<file path="config.mk">
export PLATFORM = sky130hd
export DESIGN_NAME = adsr_gain_controller
export DESIGN_NICKNAME = d
export VERILOG_FILES = /design/src/rtl/adsr_gain_controller_pkg.sv /design/src/rtl/adsr_gain_controller_env_rate_counter.sv /design/src/rtl/adsr_gain_controller.sv
export SDC_FILE = /design/constraint.sdc
export NUM_CORES = 1
export LEC_CHECK = 0
export BUFFER_PORTS_ARGS = -buffer_cell sky130_fd_sc_hd__clkbuf_2
export CORE_MARGIN = 3
export CORE_UTILIZATION = 59
export DETAILED_ROUTE_END_ITERATION = 10
export HOLD_SLACK_MARGIN = 0.03
export PLACE_DENSITY_LB_ADDON = 0.08
export SYNTH_ARGS = -nofsm -noshare
export SYNTH_HDL_FRONTEND = slang
export SYNTH_HIERARCHICAL = 1
export SYNTH_SLANG_ARGS = --single-unit
</file>
<file path="constraint.sdc">
create_clock -name clk -period 6.36 [get_ports clk]
set_clock_uncertainty 0.15 [all_clocks]
set_input_delay 0.636 -clock clk [delete_from_list [all_inputs] [get_ports clk]]
set_output_delay 0.636 -clock clk [all_outputs]
set_load 0.01 [all_outputs]
</file>
<file path="src/rtl/adsr_gain_controller_pkg.sv">
// Shared envelope definitions: state encodings used by the ADSR controller,
// the Gain stage and the voice logic.
package adsr_gain_controller_pkg;

    typedef logic [2:0] env_state_t;

    localparam env_state_t IDLE    = 3'd0;
    localparam env_state_t ATTACK  = 3'd1;
    localparam env_state_t DECAY   = 3'd2;
    localparam env_state_t SUSTAIN = 3'd3;
    localparam env_state_t RELEASE = 3'd4;

    localparam int GAIN_W_DEFAULT = 8;
    localparam int RATE_W_DEFAULT = 16;

endpackage

</file>
<file path="src/rtl/adsr_gain_controller_env_rate_counter.sv">
// Sample-tick prescaler: emits one step every (rate+1) ticks. The rate is
// compared live, so lowering it mid-count fires on the very next tick.
module env_rate_counter #(
    parameter int RATE_W = 16
) (
    input  logic              clk,
    input  logic              reset,
    input  logic              tick,
    input  logic              clear,
    input  logic [RATE_W-1:0] rate,
    output logic              step
);

    logic [RATE_W-1:0] cnt;
    logic              due;

    assign due  = (cnt >= rate);
    assign step = tick & ~clear & due;

    always_ff @(posedge clk) begin
        if (reset || clear) begin
            cnt <= '0;
        end else if (tick) begin
            if (due) cnt <= '0;
            else     cnt <= cnt + RATE_W'(1);
        end
    end

endmodule

</file>
<file path="src/rtl/adsr_gain_controller.sv">
// ADSR envelope sequencer producing the registered gain word for the Gain stage.
//
//   state   | meaning
//   IDLE    | silent, gain held at 0, waiting for gate rise
//   ATTACK  | ramp up from current gain toward full scale
//   DECAY   | ramp down toward sustain_level
//   SUSTAIN | gain tracks sustain_level while gate is held
//   RELEASE | ramp down to 0 after gate fall
module adsr_gain_controller
    import adsr_gain_controller_pkg::*;
#(
    parameter int GAIN_W = GAIN_W_DEFAULT,
    parameter int RATE_W = RATE_W_DEFAULT
) (
    input  logic              clk,
    input  logic              reset,
    input  logic              sample_tick,
    input  logic              gate,
    input  logic [RATE_W-1:0] attack_rate,
    input  logic [RATE_W-1:0] decay_rate,
    input  logic [RATE_W-1:0] release_rate,
    input  logic [GAIN_W-1:0] sustain_level,
    output logic [GAIN_W-1:0] gain_out,
    output logic [2:0]        env_state,
    output logic              active
);

    localparam logic [GAIN_W-1:0] GAIN_MAX = '1;
    localparam logic [GAIN_W-1:0] GAIN_ONE = GAIN_W'(1);

    env_state_t        state;
    logic [GAIN_W-1:0] gain;
    logic              gate_q;
    logic              rise;
    logic              fall;
    logic              edge_hit;
    logic              cnt_clear;
    logic              step;
    logic [RATE_W-1:0] rate_sel;
    logic [GAIN_W-1:0] gain_dec;

    assign rise     = gate & ~gate_q;
    assign fall     = ~gate & gate_q;
    assign edge_hit = rise | (fall & (state != IDLE));
    assign gain_dec = gain - GAIN_ONE;

    // Non-ramping states keep the counter parked so every ramp starts from zero.
    assign cnt_clear = edge_hit | (state == IDLE) | (state == SUSTAIN);

    always_comb begin
        rate_sel = '0;
        case (state)
            ATTACK:  rate_sel = attack_rate;
            DECAY:   rate_sel = decay_rate;
            RELEASE: rate_sel = release_rate;
            default: rate_sel = '0;
        endcase
    end

    env_rate_counter #(.RATE_W(RATE_W)) u_rate (
        .clk   (clk),
        .reset (reset),
        .tick  (sample_tick),
        .clear (cnt_clear),
        .rate  (rate_sel),
        .step  (step)
    );

    always_ff @(posedge clk) begin
        if (reset) begin
            state  <= IDLE;
            gain   <= '0;
            gate_q <= 1'b0;
        end else begin
            gate_q <= gate;
            // Retrigger keeps the current gain so the attack never clicks.
            if (rise) begin
                state <= ATTACK;
            end else if (fall && state != IDLE) begin
                state <= RELEASE;
            end else begin
                case (state)
                    IDLE: gain <= '0;
                    ATTACK: begin
                        if (gain == GAIN_MAX) begin
                            state <= DECAY;
                        end else if (step) begin
                            gain <= gain + GAIN_ONE;
                            if (gain == GAIN_MAX - GAIN_ONE) state <= DECAY;
                        end
                    end
                    DECAY: begin
                        if (gain <= sustain_level) begin
                            state <= SUSTAIN;
                            gain  <= sustain_level;
                        end else if (step) begin
                            if (gain_dec <= sustain_level) begin
                                state <= SUSTAIN;
                                gain  <= sustain_level;
                            end else begin
                                gain <= gain_dec;
                            end
                        end
                    end
                    SUSTAIN: gain <= sustain_level;
                    RELEASE: begin
                        if (gain == '0) begin
                            state <= IDLE;
                        end else if (step) begin
                            gain <= gain_dec;
                            if (gain == GAIN_ONE) state <= IDLE;
                        end
                    end
                    default: begin
                        state <= IDLE;
                        gain  <= '0;
                    end
                endcase
            end
        end
    end

    assign gain_out  = gain;
    assign env_state = state;
    assign active    = (state != IDLE);

endmodule

</file>
# After elaboration in Yosys (flattened, before gate mapping)
# Cells that the tools add are included.
# word_totals
ff_bits	28
in_bits	60
out_inout_bits	12
# classes
addsub	3
n_lt_le_gt_ge	3
n_eq_ne	31
n_mux	22
bitwise_logic	14
n_reduce_logical	12
# op_table
operator	count
2-to-1 mux 8 bit	7
case mux 16 bit (3 select lines)	1
case mux 8 bit (4 select lines)	1
2-to-1 mux 3 bit	10
inequality test 5 bit, second input constant	6
AND reduction 7 bit	4
inequality test 4 bit, second input constant	6
inequality test 3 bit, second input constant	6
adder 16 x 1 -> 16 bit, second input constant	1
equality test 8 bit, second input constant	2
greater-or-equal comparator 16 bit	1
<= comparator 8 bit	2
2-to-1 mux 16 bit	1
case mux 3 bit (4 select lines)	1
adder 8 x 1 -> 8 bit, second input constant	1
equality test 8 x 1 -> 1 bit, second input constant	1
zero test 8 bit	1
inequality test 2 bit, second input constant	4
subtractor 8 x 1 -> 8 bit, second input constant	1
equality test 3 x 2 -> 1 bit, second input constant	2
NOT 1 bit	6
bitwise AND 1 bit	5
OR reduction 2 bit	2
equality test 3 x 1 -> 1 bit, second input constant	1
10 further kinds	12

# Longest topological paths before layout
# Gate-level depths: netlist of run 1.
# logic_depth
word_depth	14
depth_mapped	18
depth_no_buf	15

# Cells and area by module
# The synthesis of run 1 kept the hierarchy.
# by_module_without_submodules
mod	n_inst	cells_each	area_per_inst_um2	seq_area_each_um2
adsr_gain_controller	1	251	1883.1	240.2
env_rate_counter	1	135	1193.6	320.3

# Least setup slack after synthesis of run 1
# OpenSTA, ideal clock, no wires.
# synth_path
path_type	register to register
start	register state[2] (netlist: env_state[2])
end	register gain[1] (netlist: gain_out[1])
setup_time_ns	0.092
t_arrival_ns	3.138
required_ns	6.118
slack_ns	2.980
path_stages_with_launch	18
n_path_buf	3
period_less_slack_ns	3.380
cell_sequence	dfxtp_1 > buf_6 > nor2b_1 > clkbuf_1 > clkbuf_1 > a22oi_1 > o21ai_1 > inv_1 > ha_1 > nand4_2 > nor3_2 > nand2_1 > nand3_1 > and3b_1 > o211ai_1 > a21oi_4 > nand4b_4 > o32ai_1
# synth_lines
item	line_no	text
start: declaration	adsr_gain_controller.sv:31	env_state_t state;
start signal: assignment	adsr_gain_controller.sv:71	state <= IDLE;
start signal: assignment	adsr_gain_controller.sv:78	state <= ATTACK;
start signal: assignment	adsr_gain_controller.sv:80	state <= RELEASE;
equality test 3 bit, or another cell as far along	adsr_gain_controller.sv:52	case (state)
case mux 16 bit (3 select lines) *	adsr_gain_controller.sv:52	
named net rate_sel[15]	adsr_gain_controller.sv:39	logic [RATE_W-1:0] rate_sel;
greater-or-equal comparator 16 bit *	adsr_gain_controller_env_rate_counter.sv:17	assign due = (cnt >= rate);
bitwise AND 1 bit *	adsr_gain_controller_env_rate_counter.sv:18	assign step = tick & ~clear & due;
named net step	adsr_gain_controller.sv:38	logic step;
inequality test 3 bit (no line) / inequality test 2 bit (equally long branches)	-	
AND reduction 7 bit (no line) *	-	
end signal: assignment	adsr_gain_controller.sv:88	gain <= gain + GAIN_ONE;
end signal: assignment	adsr_gain_controller.sv:95	gain <= sustain_level;
end signal: assignment	adsr_gain_controller.sv:99	gain <= sustain_level;
end: declaration	adsr_gain_controller.sv:32	logic [GAIN_W-1:0] gain;
# The timed path passes the listed nets; every way through them passes the cells marked *.
# A chain may end at the register's enable or synchronous reset.

# Final worst setup path of run 1
# layout_path
start	register state[2] (netlist: env_state[2])
end	register gain[3] (netlist: gain_out[3])
# The elaborated chain is that of the path after synthesis.

==> flow_results.xml, run 1 <==
<?xml version="1.0" encoding="UTF-8"?>
<metrics>
  <group name="sta">
    <metric name="max_slew.worst_pin.slew" unit="ps">1175</metric>
    <metric name="maximum_operating_frequency" unit="MHz">233.8</metric>
    <metric name="final_hold_viol_count" unit="">0</metric>
    <metric name="timing.final.setup_violations" unit="">0</metric>
    <metric name="period_share" unit="">0.6725</metric>
    <metric name="final.min_clock_period" unit="ps">4277</metric>
    <metric name="setup_repair_after_global_routing_missed_its_margin" unit="">no</metric>
    <metric name="timing.final.max_slew_violations" unit="">0</metric>
    <metric name="timing.max_slew.rel_slack" unit="">0.2147</metric>
    <metric name="totalNegativeSetupSlack" unit="ps">0</metric>
  </group>
  <group name="placement">
    <metric name="place.port_buffers" unit="">71</metric>
    <metric name="dp_hpwl" unit="um">6228</metric>
    <metric name="dp.cells" unit="">508</metric>
    <metric name="gp_congestion" unit="">0.9082</metric>
  </group>
  <group name="route">
    <metric name="met3_length" unit="um">639</metric>
    <metric name="total_number_of_vias" unit="">3021</metric>
    <metric name="route.detailed.wl_per_inst" unit="um">15.32</metric>
    <metric name="detail-route-antenna-nets" unit="">0</metric>
    <metric name="top_signal_layer_used" unit="">met4</metric>
    <metric name="route.layer.met1.wl" unit="um">3790</metric>
    <metric name="met2WireLength" unit="um">3368</metric>
    <metric name="drt_first_iter_violations" unit="">218</metric>
    <metric name="number_of_design_rule_violations_left_after_detail_routing" unit="">0</metric>
    <metric name="wl" unit="um">7831</metric>
    <metric name="drt_pass1_iterations" unit="">5</metric>
    <metric name="avgViaCountPerCell" unit="">5.912</metric>
  </group>
  <group name="cells_and_area">
    <metric name="layout_commonest_cell" unit="">sky130_fd_sc_hd__clkbuf_2</metric>
    <metric name="areaGrowthSynthToFinish" unit="%">12.24</metric>
    <metric name="finish.cell_count_without_fillers" unit="">511</metric>
    <metric name="antenna_cells_inserted" unit="">0</metric>
    <metric name="drive_gt1_frac" unit="">0.2477</metric>
    <metric name="total_of_fill_cells_in_the_finished_design" unit="">423</metric>
    <metric name="mostFrequentLayoutCells" unit="">sky130_fd_sc_hd__clkbuf_2 (71), sky130_fd_sc_hd__ha_1 (38), sky130_fd_sc_hd__inv_1 (37)</metric>
    <metric name="final_net_count" unit="">544</metric>
  </group>
  <group name="clocking">
    <metric name="cts-buffers-inserted" unit="">3</metric>
    <metric name="cts.hold.buffers_added" unit="">0</metric>
    <metric name="clk_pin_slew_worst_paths" unit="ps">100</metric>
    <metric name="cts_resized" unit="">0</metric>
    <metric name="post_cts_buffers" unit="">0</metric>
    <metric name="clkLatencyLatePin" unit="ps">280</metric>
    <metric name="tritoncts_clock_tree" unit="">built</metric>
    <metric name="htree_num_levels" unit="">1</metric>
    <metric name="clock_tree.root_cell" unit="">sky130_fd_sc_hd__clkbuf_8</metric>
    <metric name="cts-root-to-sink-buffers" unit="">2</metric>
    <metric name="numClockSinks" unit="">28</metric>
  </group>
  <group name="hold_path">
    <metric name="min_path_type" unit="">flip-flop to flip-flop</metric>
  </group>
  <group name="synth">
    <metric name="synth_edf_count" unit="">0</metric>
    <metric name="syn_avg_cell_area" unit="sq um">7.971</metric>
    <metric name="seq_total_area_yosys" unit="">0.1822</metric>
    <metric name="postSynthRegisterBits" unit="">28</metric>
    <metric name="async_reset_ff_frac" unit="">0</metric>
    <metric name="syn_area" unit="sq um">3077</metric>
    <metric name="synthesis.yosys.warnings" unit="">6</metric>
    <metric name="yosysUniqueCellTypes" unit="">66</metric>
    <metric name="yosys_most_used_dff" unit="">sky130_fd_sc_hd__dfxtp_1</metric>
    <metric name="mappedNetlistNets" unit="">484</metric>
    <metric name="syn_inst" unit="">386</metric>
  </group>
  <group name="power">
    <metric name="clock_power_share" unit="">0.194</metric>
    <metric name="cell_area_power_density" unit="nW/um^2">149.0</metric>
    <metric name="swShare" unit="">0.3873</metric>
    <metric name="cell_internal_pwr" unit="mW">0.3152</metric>
    <metric name="pwr-share-comb" unit="">0.442</metric>
    <metric name="seq_power_share" unit="">0.364</metric>
    <metric name="cellLeakagePower" unit="nW">1.444</metric>
    <metric name="switchingPower" unit="mW">0.1993</metric>
    <metric name="vdd.ir_drop.worst" unit="V">0.0001210</metric>
  </group>
  <group name="die">
    <metric name="design.core.area" unit="sq um">4880</metric>
    <metric name="row_count" unit="">25</metric>
    <metric name="die_x" unit="um">78.22</metric>
    <metric name="die_height" unit="um">78.22</metric>
    <metric name="top_level_ports" unit="">72</metric>
    <metric name="floorplan.die_area" unit="sq um">6118</metric>
    <metric name="floorplan.initialDensity" unit="">0.6305</metric>
  </group>
  <group name="global_routing">
    <metric name="grt_overflow_total" unit="">0</metric>
    <metric name="grt_max_degree" unit="">25</metric>
    <metric name="number_of_global_route_vias_before_repair" unit="">2819</metric>
    <metric name="antenna_found_initial" unit="">0</metric>
    <metric name="grt_util_all_layers" unit="">0.2642</metric>
    <metric name="grt_pass1_wl" unit="um">13430</metric>
  </group>
  <group name="worst_setup_path">
    <metric name="critical_path.endpoint" unit="">gain_out[3]</metric>
    <metric name="crit_fanout" unit="">16</metric>
    <metric name="data_required_time_of_the_critical_path" unit="ps">6390</metric>
    <metric name="worst_case_reg_to_reg_path_depth" unit="">14</metric>
    <metric name="rr_endpoint" unit="">gain_out[3]</metric>
    <metric name="critical_path_class" unit="">flip-flop to flip-flop</metric>
    <metric name="r2r_setup_slack" unit="ps">2080</metric>
    <metric name="setup.worst_path.start_class" unit="">flip-flop</metric>
    <metric name="worst_ep_arrival" unit="ps">4310</metric>
    <metric name="crit-reg2reg-launch" unit="">env_state[2]</metric>
    <metric name="crit_start" unit="">env_state[2]</metric>
    <metric name="cp-end-kind" unit="">flip-flop</metric>
  </group>
  <group name="run_status">
    <metric name="outcome" unit="">completed</metric>
  </group>
  <group name="flow_run">
    <metric name="max_cap_viol_count" unit="">0</metric>
  </group>
</metrics>
routing by layer:
metal / track usage / vias up
met3: 0.05619 / 4
met2: 0.4127 / 124
met5: 0 / -
met1: 0.3851 / 1371
met4: 0.02797 / 0
li1: - / 1522
critical path, stage by stage, from the launching register on:
cell and delay [ps]:
sky130_fd_sc_hd__dfxtp_1 550, sky130_fd_sc_hd__nor2b_1 970, sky130_fd_sc_hd__a22oi_1 170, sky130_fd_sc_hd__o21ai_1 200
sky130_fd_sc_hd__inv_1 60, sky130_fd_sc_hd__ha_1 320, sky130_fd_sc_hd__nand4_2 130, sky130_fd_sc_hd__nor3_2 260
sky130_fd_sc_hd__nand2_1 150, sky130_fd_sc_hd__nand3_1 130, sky130_fd_sc_hd__and3b_1 230, sky130_fd_sc_hd__o211ai_1 140
sky130_fd_sc_hd__a21oi_4 330, sky130_fd_sc_hd__nand4b_4 210, sky130_fd_sc_hd__o32ai_1 170
synth_stat cells, types with 2 or more instances:
cell type	n	area [sq um]
sky130_fd_sc_hd__a22oi_1	17	127.6
sky130_fd_sc_hd__a221oi_1	8	70.07
sky130_fd_sc_hd__o21ai_1	8	40.04
sky130_fd_sc_hd__a21o_1	3	22.52
sky130_fd_sc_hd__nand3_1	15	75.07
sky130_fd_sc_hd__nor2_2	9	56.30
sky130_fd_sc_hd__o211ai_1	5	37.54
sky130_fd_sc_hd__xor2_1	13	113.9
sky130_fd_sc_hd__nand2b_4	2	27.53
sky130_fd_sc_hd__a21oi_1	16	80.08
sky130_fd_sc_hd__nor2_1	19	71.32
sky130_fd_sc_hd__buf_4	2	15.01
sky130_fd_sc_hd__inv_1	37	138.9
sky130_fd_sc_hd__o221ai_2	2	30.03
sky130_fd_sc_hd__and4_1	3	26.28
sky130_fd_sc_hd__and2_1	4	25.02
sky130_fd_sc_hd__buf_6	3	33.78
sky130_fd_sc_hd__clkbuf_1	7	26.28
sky130_fd_sc_hd__o32ai_1	7	61.31
sky130_fd_sc_hd__nor3_1	10	50.05
sky130_fd_sc_hd__and3_1	6	37.54
sky130_fd_sc_hd__dfxtp_1	28	560.5
sky130_fd_sc_hd__nor2b_1	3	18.77
sky130_fd_sc_hd__nand4_1	10	62.56
sky130_fd_sc_hd__ha_1	38	475.5
sky130_fd_sc_hd__nand3b_1	3	22.52
sky130_fd_sc_hd__or3_4	3	33.78
sky130_fd_sc_hd__buf_2	4	20.02
sky130_fd_sc_hd__xnor2_1	11	96.34
sky130_fd_sc_hd__o21ai_0	20	100.1
sky130_fd_sc_hd__nand2_1	35	131.4
metrics by stage:
stage	power (mW)	util	setup WS, ps	hold WS (ps)	area, sq um
2_1_floorplan	0.3606	-	2980	337.4	3077
3_3_place_gp	0.4105	0.6992	2386	366.1	3412
3_5_place_dp	0.4152	0.6992	2156	372.6	3412
4_1_cts	0.5123	0.7077	2144	401.1	3453
5_1_grt	0.5513	0.7077	1786	438.6	3453
6_report	0.5145	0.7077	2083	394.9	3453
power by group through the flow:
| stage | Sequential (mW) | Combinational, mW | Clock [mW] |
|---|---|---|---|
| final | 0.187 | 0.227 | 0.0999 |
| after global routing | 0.188 | 0.255 | 0.108 |
| after CTS | 0.187 | 0.226 | 0.0999 |
| after detailed placement | 0.191 | 0.224 | 0 |
| after global placement | 0.191 | 0.220 | 0 |
| after floorplan | 0.188 | 0.172 | 0 |
area by class of cell:
cell class	instances	area, sq um	area share
inverter	37	138.9	0.04022
multi-input combinational	303	2258	0.6540
timing repair buffer	73	370.4	0.1072
tap	67	83.83	0.02428
sequential	28	560.5	0.1623
clock buffer	3	41.29	0.01196
state kept, by name, summed over array words and instances, names as in the netlist:
name / flops
u_rate/cnt: 16
gate_q: 1
gain_out: 8
env_state: 3
cells by family after synthesis:
kind of cell / synth area share
and+or+nand+nor: 0.2505
AOI/OAI and AO/OA: 0.2538
buffers and inverters: 0.08377
adders and majority gates: 0.1545
DFF: 0.1822
xor gates and xnor gates: 0.06832
muxes: 0.006913
worst min-delay path by stage:
stage                              start        endpoint  slack, ps  depth (start not counted)
after floorplan           u_rate/cnt[15]  u_rate/cnt[15]        340                          2
after global placement    u_rate/cnt[15]  u_rate/cnt[15]        370                          2
after detailed placement  u_rate/cnt[15]  u_rate/cnt[15]        370                          2
after CTS                 u_rate/cnt[15]  u_rate/cnt[15]        400                          2
after global routing       u_rate/cnt[8]   u_rate/cnt[8]        440                          2
final                     u_rate/cnt[15]  u_rate/cnt[15]        390                          2
Note: power is estimated with default switching activity, not from simulation.
==> run 2, diff against run 1 <==
--- a/config.mk
+++ b/config.mk
@@ -7,7 +7,7 @@
 export LEC_CHECK = 0
 export BUFFER_PORTS_ARGS = -buffer_cell sky130_fd_sc_hd__clkbuf_2
 export CORE_MARGIN = 3
-export CORE_UTILIZATION = 59
+export CORE_UTILIZATION = 55
 export DETAILED_ROUTE_END_ITERATION = 10
 export HOLD_SLACK_MARGIN = 0.03
 export PLACE_DENSITY_LB_ADDON = 0.08
==> constraint.sdc (replaced) <==
create_clock -name clk -period 4.2 [get_ports clk]
set_clock_uncertainty 0.15 [all_clocks]
set_input_delay 0.42 -clock clk [delete_from_list [all_inputs] [get_ports clk]]
set_output_delay 0.42 -clock clk [all_outputs]
set_load 0.01 [all_outputs]
==> run 2 against run 1 <==
- combinational power grew 61%
- first-iteration DRC count increased by 41%
- worst hold slack worse by 170 ps
- sequential cell count did not move
- clock-buffer cell count is the same
- die area is 6.7% higher
- register-to-register slack got worse by 1800 ps
- highest routed layer unchanged
==> flow_results.xml, run 2 (synthesis results as in run 1) <==
<?xml version="1.0" encoding="UTF-8"?>
<metrics>
  <group name="route">
    <metric name="number_of_design_rule_violations_left_after_detail_routing" unit="">0</metric>
    <metric name="route.detailed.wl_per_inst" unit="um">16.25</metric>
    <metric name="drt_pass1_iterations" unit="">5</metric>
    <metric name="drt_first_iter_violations" unit="">308</metric>
    <metric name="avgViaCountPerCell" unit="">6.069</metric>
    <metric name="wl" unit="um">8466</metric>
    <metric name="total_number_of_vias" unit="">3162</metric>
    <metric name="detail-route-antenna-nets" unit="">0</metric>
  </group>
  <group name="hold_path">
    <metric name="min_path_type" unit="">primary input to flip-flop</metric>
    <metric name="holdPathStages" unit="">2</metric>
  </group>
  <group name="global_routing">
    <metric name="grt_util_all_layers" unit="">0.2607</metric>
    <metric name="number_of_global_route_vias_before_repair" unit="">2802</metric>
    <metric name="antenna_found_initial" unit="">0</metric>
    <metric name="grt_pass1_wl" unit="um">13380</metric>
    <metric name="grt_max_degree" unit="">24</metric>
    <metric name="grt_overflow_total" unit="">0</metric>
  </group>
  <group name="sta">
    <metric name="fin_ws" unit="ps">307.6</metric>
    <metric name="period_share" unit="">0.9268</metric>
    <metric name="maximum_operating_frequency" unit="MHz">256.9</metric>
    <metric name="final_hold_viol_count" unit="">0</metric>
    <metric name="timing.max_slew.rel_slack" unit="">0.5514</metric>
    <metric name="final.min_clock_period" unit="ps">3892</metric>
    <metric name="timing.final.setup_violations" unit="">0</metric>
    <metric name="timing.final.max_slew_violations" unit="">0</metric>
    <metric name="max_slew.worst_pin.slew" unit="ps">672.8</metric>
    <metric name="setup_repair_after_global_routing_missed_its_margin" unit="">no</metric>
    <metric name="totalNegativeSetupSlack" unit="ps">0</metric>
  </group>
  <group name="clocking">
    <metric name="clock_tree.root_cell" unit="">sky130_fd_sc_hd__clkbuf_8</metric>
    <metric name="clk_pin_slew_worst_paths" unit="ps">110</metric>
    <metric name="cts.hold.buffers_added" unit="">0</metric>
    <metric name="cts-buffers-inserted" unit="">3</metric>
    <metric name="numClockSinks" unit="">28</metric>
    <metric name="post_cts_buffers" unit="">0</metric>
    <metric name="htree_num_levels" unit="">1</metric>
    <metric name="clkLatencyLatePin" unit="ps">290</metric>
    <metric name="cts-root-to-sink-buffers" unit="">2</metric>
    <metric name="cts_resized" unit="">0</metric>
    <metric name="tritoncts_clock_tree" unit="">built</metric>
  </group>
  <group name="cells_and_area">
    <metric name="cell_area_after_layout" unit="sq um">3545</metric>
    <metric name="layout.core_utilization" unit="">0.6726</metric>
    <metric name="mostFrequentLayoutCells" unit="">sky130_fd_sc_hd__clkbuf_2 (71), sky130_fd_sc_hd__ha_1 (38), sky130_fd_sc_hd__inv_1 (37)</metric>
    <metric name="drive_gt1_frac" unit="">0.2594</metric>
    <metric name="total_of_fill_cells_in_the_finished_design" unit="">498</metric>
    <metric name="finish.cell_count_without_fillers" unit="">521</metric>
    <metric name="registers.top_by_ff_count" unit="">u_rate/cnt</metric>
    <metric name="max_ffs_per_register" unit="">16</metric>
    <metric name="areaGrowthSynthToFinish" unit="%">15.21</metric>
    <metric name="layout_commonest_cell" unit="">sky130_fd_sc_hd__clkbuf_2</metric>
    <metric name="final_net_count" unit="">550</metric>
    <metric name="antenna_cells_inserted" unit="">0</metric>
  </group>
  <group name="worst_setup_path">
    <metric name="worst_ep_arrival" unit="ps">3930</metric>
    <metric name="crit_fanout" unit="">13</metric>
    <metric name="worst_case_reg_to_reg_path_depth" unit="">15</metric>
    <metric name="rr_endpoint" unit="">gain_out[3]</metric>
    <metric name="crit_start" unit="">env_state[1]</metric>
    <metric name="crit-reg2reg-launch" unit="">env_state[1]</metric>
    <metric name="r2r_setup_slack" unit="ps">310</metric>
    <metric name="data_required_time_of_the_critical_path" unit="ps">4240</metric>
    <metric name="cp-end-kind" unit="">flip-flop</metric>
    <metric name="setup.worst_path.start_class" unit="">flip-flop</metric>
    <metric name="critical_path_class" unit="">flip-flop to flip-flop</metric>
    <metric name="critical_path.endpoint" unit="">gain_out[3]</metric>
  </group>
  <group name="placement">
    <metric name="post-place-ws" unit="ps">439.5</metric>
    <metric name="dp_hpwl" unit="um">6636</metric>
    <metric name="dp.cells" unit="">517</metric>
    <metric name="place.port_buffers" unit="">71</metric>
    <metric name="postPlaceCellArea" unit="sq um">3473</metric>
    <metric name="gp_congestion" unit="">0.9214</metric>
  </group>
  <group name="power">
    <metric name="cell_internal_pwr" unit="mW">0.5483</metric>
    <metric name="pwr-share-comb" unit="">0.421</metric>
    <metric name="swShare" unit="">0.3682</metric>
    <metric name="cell_area_power_density" unit="nW/um^2">244.8</metric>
    <metric name="clock_power_share" unit="">0.258</metric>
    <metric name="cellLeakagePower" unit="nW">1.493</metric>
    <metric name="vdd.ir_drop.worst" unit="V">0.0001366</metric>
    <metric name="switchingPower" unit="mW">0.3195</metric>
    <metric name="seq_power_share" unit="">0.321</metric>
  </group>
  <group name="flow_run">
    <metric name="max_cap_viol_count" unit="">0</metric>
  </group>
  <group name="die">
    <metric name="floorplan.die_area" unit="sq um">6528</metric>
    <metric name="die_x" unit="um">80.80</metric>
    <metric name="top_level_ports" unit="">72</metric>
    <metric name="row_count" unit="">26</metric>
    <metric name="die_height" unit="um">80.80</metric>
    <metric name="floorplan.initialDensity" unit="">0.5838</metric>
    <metric name="design.core.area" unit="sq um">5270</metric>
  </group>
  <group name="run_status">
    <metric name="outcome" unit="">completed</metric>
  </group>
</metrics>
## run 2: cell count changes in the layout (fill, tap and decap cells not counted)
cell and delta:
sky130_fd_sc_hd__bufinv_16 +1, sky130_fd_sc_hd__buf_12 +1, sky130_fd_sc_hd__buf_4 +5
## run 2: final cells by class
class / instances / area (sq um) / share of cell area
inverters: 37 / 138.9 / 0.03918
clock buffers: 3 / 41.29 / 0.01165
multi-input cells: 303 / 2258 / 0.6371
well taps: 70 / 87.58 / 0.02471
repair buffers: 79 / 427.9 / 0.1207
clock inverters: 1 / 30.03 / 0.008472
flip-flops and latches: 28 / 560.5 / 0.1581
## run 2: through the flow
step	power (mW)	hold slack, ps
2_1_floorplan	0.5461	337.4
3_3_place_gp	0.6333	361.7
3_5_place_dp	0.6419	374.5
4_1_cts	0.8658	220.7
5_1_grt	0.9228	239.6
6_report	0.8678	226.8
## run 2: how the worst min path moves through the flow
stage	from	endpoint	slack (ps)
6_report	gate	gate_q	230
5_1_grt	gate	gate_q	240
4_1_cts	gate	gate_q	220
3_5_place_dp	u_rate/cnt[15]	u_rate/cnt[15]	370
3_3_place_gp	u_rate/cnt[15]	u_rate/cnt[15]	360
2_1_floorplan	u_rate/cnt[15]	u_rate/cnt[15]	340
## run 2: critical path, cell delays in order, from the launching register on
cell	delay, ps
sky130_fd_sc_hd__dfxtp_1	580
sky130_fd_sc_hd__nor2b_2	460
sky130_fd_sc_hd__buf_12	190
sky130_fd_sc_hd__a22oi_1	90
sky130_fd_sc_hd__o21ai_0	190
sky130_fd_sc_hd__inv_1	70
sky130_fd_sc_hd__ha_1	310
sky130_fd_sc_hd__nand4_2	150
sky130_fd_sc_hd__nor3_2	240
sky130_fd_sc_hd__nand2_1	140
sky130_fd_sc_hd__nand3_1	130
sky130_fd_sc_hd__and3b_1	240
sky130_fd_sc_hd__o211ai_1	150
sky130_fd_sc_hd__a21oi_4	330
sky130_fd_sc_hd__nand4b_4	200
sky130_fd_sc_hd__o32ai_1	160
## run 2: metal layers
layer	global-route usage	routed length (um)
met5	0	0
met4	0.05236	51
met3	0.03880	731
met2	0.3957	3705
met1	0.3903	3978
## run 2: power by group through the flow
stage	Sequential, mW	Combinational (mW)	Clock, mW
floorplan	0.285	0.261	0
global placement	0.284	0.349	0
detailed placement	0.285	0.357	0
CTS	0.279	0.360	0.228
global route	0.280	0.402	0.241
finish	0.279	0.365	0.224
==> run 3, diff against run 2 <==
--- a/config.mk
+++ b/config.mk
@@ -6,8 +6,10 @@
 export NUM_CORES = 1
 export LEC_CHECK = 0
 export BUFFER_PORTS_ARGS = -buffer_cell sky130_fd_sc_hd__clkbuf_2
+export CELL_PAD_IN_SITES_DETAIL_PLACEMENT = 1
+export CELL_PAD_IN_SITES_GLOBAL_PLACEMENT = 1
 export CORE_MARGIN = 3
-export CORE_UTILIZATION = 55
+export CORE_UTILIZATION = 40
 export DETAILED_ROUTE_END_ITERATION = 10
 export HOLD_SLACK_MARGIN = 0.03
 export PLACE_DENSITY_LB_ADDON = 0.08
==> run 3 against run 2 <==
- worst setup slack better by 160 ps
- clock-buffer cell count is 1 higher
- register-to-register slack better by 160 ps
- maximum frequency is 4.4% higher
- die area is 34% higher
- design area is 0.14% higher
- sequential power hardly changed
- critical path type unchanged
- largest power group unchanged
==> flow_results.xml, run 3 (synthesis results as in run 1) <==
<?xml version="1.0" encoding="UTF-8"?>
<metrics>
  <group name="placement">
    <metric name="postPlaceCellArea" unit="sq um">3490</metric>
    <metric name="place.port_buffers" unit="">71</metric>
    <metric name="gp_congestion" unit="">0.8617</metric>
    <metric name="dp_hpwl" unit="um">7966</metric>
  </group>
  <group name="route">
    <metric name="route.detailed.wl_per_inst" unit="um">17.39</metric>
    <metric name="drt_pass1_iterations" unit="">4</metric>
    <metric name="number_of_design_rule_violations_left_after_detail_routing" unit="">0</metric>
    <metric name="total_number_of_vias" unit="">3107</metric>
    <metric name="detail-route-antenna-nets" unit="">0</metric>
    <metric name="wl" unit="um">9548</metric>
    <metric name="avgViaCountPerCell" unit="">5.659</metric>
    <metric name="drt_first_iter_violations" unit="">87</metric>
  </group>
  <group name="clocking">
    <metric name="cts-buffers-inserted" unit="">3</metric>
    <metric name="tritoncts_clock_tree" unit="">built</metric>
    <metric name="cts-root-to-sink-buffers" unit="">2</metric>
    <metric name="clkLatencyLatePin" unit="ps">280</metric>
    <metric name="clock_tree.root_cell" unit="">sky130_fd_sc_hd__clkbuf_8</metric>
    <metric name="htree_num_levels" unit="">1</metric>
    <metric name="numClockSinks" unit="">28</metric>
    <metric name="clk_pin_slew_worst_paths" unit="ps">100</metric>
  </group>
  <group name="die">
    <metric name="design.core.area" unit="sq um">7370</metric>
    <metric name="die_x" unit="um">93.70</metric>
    <metric name="die_height" unit="um">93.70</metric>
    <metric name="floorplan.initialDensity" unit="">0.4175</metric>
    <metric name="top_level_ports" unit="">72</metric>
    <metric name="row_count" unit="">31</metric>
    <metric name="floorplan.die_area" unit="sq um">8780</metric>
  </group>
  <group name="cells_and_area">
    <metric name="final_net_count" unit="">549</metric>
    <metric name="layout_commonest_cell" unit="">sky130_fd_sc_hd__clkbuf_2</metric>
    <metric name="drive_gt1_frac" unit="">0.2578</metric>
    <metric name="cell_area_after_layout" unit="sq um">3550</metric>
    <metric name="antenna_cells_inserted" unit="">0</metric>
    <metric name="max_ffs_per_register" unit="">16</metric>
    <metric name="mostFrequentLayoutCells" unit="">sky130_fd_sc_hd__clkbuf_2 (71), sky130_fd_sc_hd__ha_1 (38), sky130_fd_sc_hd__inv_1 (37)</metric>
    <metric name="registers.top_by_ff_count" unit="">u_rate/cnt</metric>
    <metric name="areaGrowthSynthToFinish" unit="%">15.37</metric>
    <metric name="total_of_fill_cells_in_the_finished_design" unit="">969</metric>
  </group>
  <group name="global_routing">
    <metric name="grt_pass1_wl" unit="um">15810</metric>
    <metric name="grt_max_degree" unit="">24</metric>
    <metric name="grt_util_all_layers" unit="">0.2238</metric>
    <metric name="grt_overflow_total" unit="">0</metric>
    <metric name="grt_busiest_layer" unit="">met2</metric>
    <metric name="grt.met2_usage" unit="">0.4542</metric>
    <metric name="antenna_found_initial" unit="">0</metric>
    <metric name="number_of_global_route_vias_before_repair" unit="">3346</metric>
    <metric name="gr-usage-met1" unit="">0.2412</metric>
    <metric name="grtUsageMet3" unit="">0.02724</metric>
  </group>
  <group name="worst_setup_path">
    <metric name="cp-end-kind" unit="">flip-flop</metric>
    <metric name="crit_fanout" unit="">15</metric>
    <metric name="data_required_time_of_the_critical_path" unit="ps">4240</metric>
    <metric name="setup.worst_path.start_class" unit="">flip-flop</metric>
    <metric name="worst_ep_arrival" unit="ps">3770</metric>
    <metric name="critical_path_class" unit="">flip-flop to flip-flop</metric>
  </group>
  <group name="sta">
    <metric name="max_slew.worst_pin.slew" unit="ps">674.7</metric>
    <metric name="period_share" unit="">0.8875</metric>
    <metric name="setup_repair_after_global_routing_missed_its_margin" unit="">no</metric>
    <metric name="final.min_clock_period" unit="ps">3728</metric>
    <metric name="timing.max_slew.rel_slack" unit="">0.5502</metric>
    <metric name="timing.final.setup_violations" unit="">0</metric>
    <metric name="totalNegativeSetupSlack" unit="ps">0</metric>
    <metric name="maximum_operating_frequency" unit="MHz">268.3</metric>
    <metric name="timing.final.max_slew_violations" unit="">0</metric>
    <metric name="final_hold_viol_count" unit="">0</metric>
  </group>
  <group name="flow_run">
    <metric name="max_cap_viol_count" unit="">0</metric>
  </group>
  <group name="hold_path">
    <metric name="min_path_type" unit="">primary input to flip-flop</metric>
  </group>
  <group name="power">
    <metric name="cellLeakagePower" unit="nW">1.478</metric>
    <metric name="vdd.ir_drop.worst" unit="V">0.0001314</metric>
    <metric name="cell_area_power_density" unit="nW/um^2">229.3</metric>
  </group>
  <group name="run_status">
    <metric name="outcome" unit="">completed</metric>
  </group>
</metrics>
[run 3: cell types whose count changed in the layout (fill, tap and decap cells not counted), sizes merged]
cell | previous run | this run
clkbuf | 74 | 75
buf | 8 | 7
bufinv | 1 | 0
[run 3: metrics by stage]
step                power, mW  cells  utilization  hold slack, ps  worst slack (ps)
global route           0.8775    549       0.4817           249.2             42.23
finish                 0.8139    549       0.4817           241.5             472.4
global placement       0.6399    545       0.4735           360.2             568.3
CTS                    0.8243    549       0.4810           237.0             411.2
detailed placement     0.6479    545       0.4735           398.2             455.4
floorplan              0.5461    386            -           337.4             820.0
[run 3: what timing repair did]
| item | 4_1_cts | 5_1_grt |
|---|---|---|
| resized for setup | 0 | 1 |
| buffers inserted | 0 | 0 |
| hold buffers | 0 | 0 |
| setup endpoints to repair | 0 | 8 |
[run 3: layer usage]
metal	wire length [um]	vias up
li1	-	1529
met1	3733	1508
met2	5414	58
met3	266	12
met4	133	0
met5	0	-
[run 3: area by class of cell]
type                    instances  area (sq um)  share of cell area
well taps                      99         123.9             0.03490
clock buffers                   4         55.05             0.01551
repair buffers                 78         407.9              0.1149
multi-input cells             303          2263              0.6376
inverters                      37         138.9             0.03913
flip-flops and latches         28         560.5              0.1579
[run 3: power by group]
group          total (mW)  internal (mW)  switching (mW)
logic               0.360          0.146           0.214
registers           0.279          0.271         0.00825
clock network       0.174         0.0842          0.0902
total               0.814          0.501           0.313
[run 3: path summary, 6_finish.rpt]
path	start	to	slack [ps]	cells past startpoint
max	env_state[2]	gain_out[3]	470	16
min	gate	gate_q	240	2
max reg2reg	env_state[2]	gain_out[3]	470	16
min reg2reg	u_rate/cnt[3]	u_rate/cnt[3]	420	2
[run 3: critical path: stages, from the launching register on]
cell and delay (ps):
sky130_fd_sc_hd__dfxtp_1 450, sky130_fd_sc_hd__nand2b_4 210, sky130_fd_sc_hd__nor2_1 310, sky130_fd_sc_hd__buf_4 290, sky130_fd_sc_hd__nand2_1 70, sky130_fd_sc_hd__o21ai_1 70
sky130_fd_sc_hd__inv_1 50, sky130_fd_sc_hd__ha_1 320, sky130_fd_sc_hd__nand4_2 150, sky130_fd_sc_hd__nor3_1 280, sky130_fd_sc_hd__nor3_1 110, sky130_fd_sc_hd__nand3_1 110
sky130_fd_sc_hd__and3b_1 240, sky130_fd_sc_hd__o211ai_1 150, sky130_fd_sc_hd__a21oi_4 320, sky130_fd_sc_hd__nand4b_4 190, sky130_fd_sc_hd__o32ai_1 160
